`config.mk`:
```
export PLATFORM = sky130hd
export DESIGN_NAME = display_update_ctrl
export DESIGN_NICKNAME = d
export VERILOG_FILES = /design/src/rtl/display_update_ctrl.sv
export SDC_FILE = /design/constraint.sdc
export NUM_CORES = 1
export LEC_CHECK = 0
export CAP_MARGIN = 40
export CELL_PAD_IN_SITES_DETAIL_PLACEMENT = 0
export CELL_PAD_IN_SITES_GLOBAL_PLACEMENT = 1
export CORE_ASPECT_RATIO = 1.25
export CORE_UTILIZATION = 40
export DETAILED_ROUTE_END_ITERATION = 12
export GPL_ROUTABILITY_DRIVEN = 0
export PLACE_DENSITY_LB_ADDON = 0.15
export SYNTH_ARGS = -nofsm -noshare
export SYNTH_HDL_FRONTEND = slang
export SYNTH_SLANG_ARGS = --single-unit
```
`constraint.sdc`:
```
create_clock -name clk_100 -period 2.1 [get_ports clk_100]
set_clock_uncertainty 0.1 [all_clocks]
set_input_delay 0.315 -clock clk_100 [delete_from_list [all_inputs] [get_ports clk_100]]
set_output_delay 0.315 -clock clk_100 [all_outputs]
set_load 0.05 [all_outputs]
```
`src/rtl/display_update_ctrl.sv`:
```
// Paces pitch results onto the seven-segment driver with a minimum on-screen hold, clamping and silence blanking.
// Latency: an accepted result appears on num_to_display/note/disp_blank/upd_pulse one cycle after its transfer edge.
// Backpressure: res_ready is low only while a freshly shown result is being held; optional macro DISP_NOTE_STABLE_EN.
module display_update_ctrl #(
    parameter int unsigned HOLD_CYCLES    = 10_000_000,
    parameter int unsigned TIMEOUT_CYCLES = 200_000_000,
    parameter int unsigned MAX_NUM        = 999
) (
    input  logic       clk_100,
    input  logic       rst_n,
    input  logic       res_valid,
    output logic       res_ready,
    input  logic [9:0] res_num,
    input  logic [2:0] res_note,
    output logic [9:0] num_to_display,
    output logic [2:0] note,
    output logic       disp_blank,
    output logic       upd_pulse
);

    // Both counters share one width; TIMEOUT_CYCLES is the larger bound.
    localparam int unsigned CW = $clog2(TIMEOUT_CYCLES + 1);
    localparam logic [CW-1:0] HOLD_LAST = CW'(HOLD_CYCLES - 1);
    localparam logic [CW-1:0] SIL_LAST  = CW'(TIMEOUT_CYCLES - 1);
    localparam logic [9:0]    MAX_V     = 10'(MAX_NUM);

    typedef enum logic [1:0] {
        ST_BLANK = 2'd0,
        ST_HOLD  = 2'd1,
        ST_OPEN  = 2'd2
    } state_t;

    state_t         state_q, state_d;
    logic [CW-1:0]  hold_q, hold_d;
    logic [CW-1:0]  sil_q, sil_d;
    logic [9:0]     num_q, num_d;
    logic [2:0]     note_q, note_d;
    logic           blank_q, blank_d;
    logic           upd_q, upd_d;

    logic           xfer;
    logic           accept;
    logic           show;
    logic [9:0]     num_clamped;
    logic [CW-1:0]  sil_next;

    // Ready is a pure decode of the registered state, so it never depends on res_valid.
    assign res_ready   = (state_q != ST_HOLD);
    assign xfer        = res_valid && res_ready;
    // Notes 6/7 still complete the handshake but are otherwise ignored.
    assign accept      = xfer && (res_note < 3'd6);
    assign num_clamped = (res_num > MAX_V) ? MAX_V : res_num;
    assign sil_next    = (sil_q == SIL_LAST) ? sil_q : sil_q + CW'(1);

`ifdef DISP_NOTE_STABLE_EN
    // Last accepted note; a note change is shown only when it repeats.
    logic [2:0] cand_q, cand_d;

    assign show = accept && ((state_q == ST_BLANK) || (res_note == note_q) || (res_note == cand_q));

    // Candidate register remembers the note of the previous accepted result.
    always_comb begin
        cand_d = cand_q;
        if (accept) begin
            cand_d = res_note;
        end
    end

    // Candidate register update with synchronous reset.
    always_ff @(posedge clk_100) begin
        if (!rst_n) begin
            cand_q <= 3'd0;
        end else begin
            cand_q <= cand_d;
        end
    end
`else
    assign show = accept;
`endif

    // Next-state, counter and output-register logic; an accepted transfer overrides a same-cycle timeout.
    always_comb begin
        state_d = state_q;
        hold_d  = hold_q;
        sil_d   = sil_q;
        num_d   = num_q;
        note_d  = note_q;
        blank_d = blank_q;
        upd_d   = 1'b0;

        case (state_q)
            ST_BLANK: begin
                hold_d = '0;
                sil_d  = '0;
            end
            ST_HOLD: begin
                hold_d = hold_q + CW'(1);
                sil_d  = sil_next;
                if (hold_q == HOLD_LAST) begin
                    state_d = ST_OPEN;
                end
            end
            ST_OPEN: begin
                sil_d = sil_next;
                if (sil_q == SIL_LAST) begin
                    state_d = ST_BLANK;
                    blank_d = 1'b1;
                    sil_d   = '0;
                end
            end
            default: begin
                state_d = ST_BLANK;
                blank_d = 1'b1;
            end
        endcase

        if (accept) begin
            state_d = ST_HOLD;
            hold_d  = '0;
            sil_d   = '0;
            blank_d = blank_q;
        end

        if (show) begin
            num_d   = num_clamped;
            note_d  = res_note;
            blank_d = 1'b0;
            upd_d   = 1'b1;
        end
    end

    // State, counters and display registers with synchronous active-low reset.
    always_ff @(posedge clk_100) begin
        if (!rst_n) begin
            state_q <= ST_BLANK;
            hold_q  <= '0;
            sil_q   <= '0;
            num_q   <= 10'd0;
            note_q  <= 3'd0;
            blank_q <= 1'b1;
            upd_q   <= 1'b0;
        end else begin
            state_q <= state_d;
            hold_q  <= hold_d;
            sil_q   <= sil_d;
            num_q   <= num_d;
            note_q  <= note_d;
            blank_q <= blank_d;
            upd_q   <= upd_d;
        end
    end

    assign num_to_display = num_q;
    assign note           = note_q;
    assign disp_blank     = blank_q;
    assign upd_pulse      = upd_q;

endmodule

```
==> results by group <==
Timing
  – Final hold vios: 0
  – Fin Hold WS: ~350 ps
  – Rel. slew slack: 0.655
  – Worst Tran Pin Value: roughly 520 ps
  – Final period utilization: 0.968
  – Pins Over Slew Limit: 0
  – Tmin final: between 2000 and 2500 ps
  – RSZ-0062 raised after global routing: yes
  – PnR worst setup slack: 66.2 ps
  – Fmax: 0.492 GHz
  – Final setup fails: 0

Cells and area
  – Most frequent cells in the layout: 81 x buf_4, 66 x dfxtp_1, 57 x nand2_1
  – P&R area growth vs syn: 40.5%
  – Core Util, Final: 0.587
  – Net count, final: around 590
  – Commonest non-fill, non-tap cell in the layout: buf_4
  – Antenna diodes: 0
  – Layout cells sized above 1: 0.278
  – Layout Cells excl Fill: 698

Die
  – Die Y-Extent: between 100 and 150 um
  – # rows: 39
  – CORE AREA: between 0.009 and 0.01 mm^2
  – Starting density of the core: 0.418
  – Io pins: 32
  – Die area: 0.0101 mm^2
  – Die Wd: between 90 and 100 um

Global routing
  – First-pass GRT wire length: 18.2 mm
  – Vias in the first global route: slightly below 4000
  – Pin count of the biggest net entering global routing: 29
  – GRT Total Usage: 0.224
  – Initial antenna violation count: 0
  – GRT overflow: 0

Route
  – DRC errors left: 0
  – Drt wl/cell: ~16 um
  – Detailed-route via count: 3967
  – Vias/cell: between 5 and 6
  – First DRT Iteration DRCs: approximately 250
  – Routed Antenna Nets: 0
  – Final wirelength: 11.1 mm
  – DR pass1 iterations: 5

Placement
  – Placed Cells: approximately 670
  – # port buffers: 31
  – DP Wirelength: 7.55 mm
  – Setup WS pre-CTS: -266 ps

Synthesis
  – Syn Inst Count: around 470
  – #FFs+latches synth: 73
  – YS warnings: 0
  – Post-synth EDFFs: 0
  – Synthesized area: roughly 0.0039 mm^2
  – Mean Syn Cell Area: roughly 8.3 um^2
  – Synth Net Count: approximately 500
  – Seq/Total Area, Yosys: 0.377
  – Synth Flop Type: dfxtp_1
  – Post-synth cell types: slightly below 60
  – Async set or reset register ratio after synthesis: 0

Hold path
  – WHS Path Cells: 2
  – Hold Path Class: flip-flop to flip-flop
  – WHS Endpoint: note[0]$_SDFFE_PN0P_
  – HP Start: note[0]$_SDFFE_PN0P_

Setup path
  – Crit-path slowest cell: dfxtp_4
  – Reg2Reg Depth: 11
  – Crit-path most repeated cell: buf_4
  – FF-to-FF setup slack: ~66 ps
  – Worst path arrival time: between 2000 and 2500 ps
  – CP cell instances: inv_1 > buf_4 > ha_2 > o21ai_4 > a2111oi_4 > buf_4 > o21a_4 > buf_4 > buf_4 > a22oi_1 > o31ai_1
  – Worst-path fanout max: 7
  – Critical Path Start Type: flip-flop
  – FF-to-FF Start: state_q[0]$_SDFFE_PN0P_
  – Kind of end point of the critical path: flip-flop
  – Critical path required time: approximately 2200 ps
  – Reg2reg end: sil_q[18]$_SDFFE_PP0P_
  – Setup Crit Path Kind: flip-flop to flip-flop
  – Worst path max stage delay: roughly 360 ps

Clocking
  – CTS sink cnt: 73
  – CTS Buffer Depth: 2
  – CTS clk-pin slew, worst paths: 60 ps
  – CTS tree: built
  – CTS buffer count: 9
  – Worst skew pair latency: between 300 and 400 ps
  – CTS H-tree depth: 3
  – Root buffer cell: clkbuf_16

Status
  – Status: finished clean

Power
  – Leak: just under 2 nW
  – Total chip power: 3.81 mW
  – PD cells: ~700 mW/mm^2
  – Max IR drop VDD: between 0.4 and 0.5 mV

Flow run
  – Max-cap violations: 0
[per-stage QoR]
step                setup TNS (ps)  area, um^2
global route                 -48.7        5440
finish                           0        5440
CTS                              0        5240
detailed placement           -5890        4780
floorplan                        0        3900
global placement             -6800        4770
[what timing repair did]
| action | in CTS | in global routing |
|---|---|---|
| resized for setup | 12 | 33 |
| buffers inserted | 3 | 10 |
| gates cloned | 1 | 1 |
| endpoints found under the setup margin | 35 | 36 |
| pin swaps | 3 | 13 |
| hold buffers | 0 | 0 |
[worst max-delay path by stage]
stage	slack, ps	end	start
global placement	-360	sil_q[19]$_SDFFE_PP0P_	res_note[2]
finish	70	sil_q[18]$_SDFFE_PP0P_	state_q[0]$_SDFFE_PN0P_
global route	-20	hold_q[20]$_SDFFE_PP0P_	hold_q[1]$_SDFFE_PP0P_
detailed placement	-270	sil_q[6]$_SDFFE_PP0P_	res_note[2]
floorplan	8	sil_q[23]$_SDFFE_PP0P_	state_q[1]$_SDFFE_PP0P_
CTS	2	sil_q[22]$_SDFFE_PP0P_	state_q[0]$_SDFFE_PN0P_
[sequential cells by signal, indices dropped and copies added, names as in the netlist]
register	count
disp_blank	1
hold_q	28
note	3
num_to_display	10
sil_q	28
state_q	2
upd_pulse	1
[report_power, final]
part           total, mW  leakage [nW]  internal, mW  switching [mW]
logic              0.419          1.20         0.180           0.239
registers           1.43         0.594          1.41          0.0174
clock network       1.96         0.186          1.34           0.616
total               3.81          1.98          2.94           0.873
[cell usage after synthesis (5+ instances only)]
cell / count / area share
a22oi_1: 8 / 0.016
o31ai_1: 10 / 0.019
mux2_2: 6 / 0.017
and4_1: 7 / 0.016
nand2b_1: 5 / 0.0081
inv_1: 13 / 0.013
nand2_1: 57 / 0.055
nor3_1: 6 / 0.0078
nor4_1: 6 / 0.0097
dfxtp_1: 73 / 0.38
a21oi_1: 37 / 0.048
a31oi_1: 14 / 0.023
nand4_1: 20 / 0.032
o21ai_0: 17 / 0.022
nor2_1: 33 / 0.032
nor3b_1: 6 / 0.012
ha_1: 7 / 0.023
and3_1: 5 / 0.0081
clkbuf_1: 15 / 0.015
nand3_1: 31 / 0.040
o211ai_1: 10 / 0.019
or3_1: 8 / 0.013
[kinds of logic after synthesis]
kind of cell    after synthesis  synth area share
compound gates              120             0.210
xor+xnor                      8            0.0181
fa+ha+maj                     7            0.0226
buf+inv                      39            0.0504
flops                        73             0.377
mux                           9            0.0252
simple gates                210             0.297
[critical path: cells and delay by family (launching register included)]
kind / cells / cell delay [ps]
buffers and inverters: 5 / 620
AOI/OAI and AO/OA: 5 / 620
adders and majority gates: 1 / 200
DFF: 1 / 360
[final cells by class]
cell class / count / area (um^2)
clock buffers: 11 / 253
multi-input cells: 355 / 2370
well taps: 123 / 154
repair buffers: 118 / 1020
fillers: 877 / 3830
inverters: 13 / 52.6
flip-flops and latches: 73 / 1470
clock inverters: 5 / 125
[metal layers]
metal	GRT usage	part of all wire	up-vias
li1	-	-	1960
met1	0.253	0.43	1905
met2	0.405	0.51	78
met3	0.0305	0.029	24
met4	0.123	0.030	0
met5	0	0	-
Note: power is estimated with default switching activity, not from simulation.
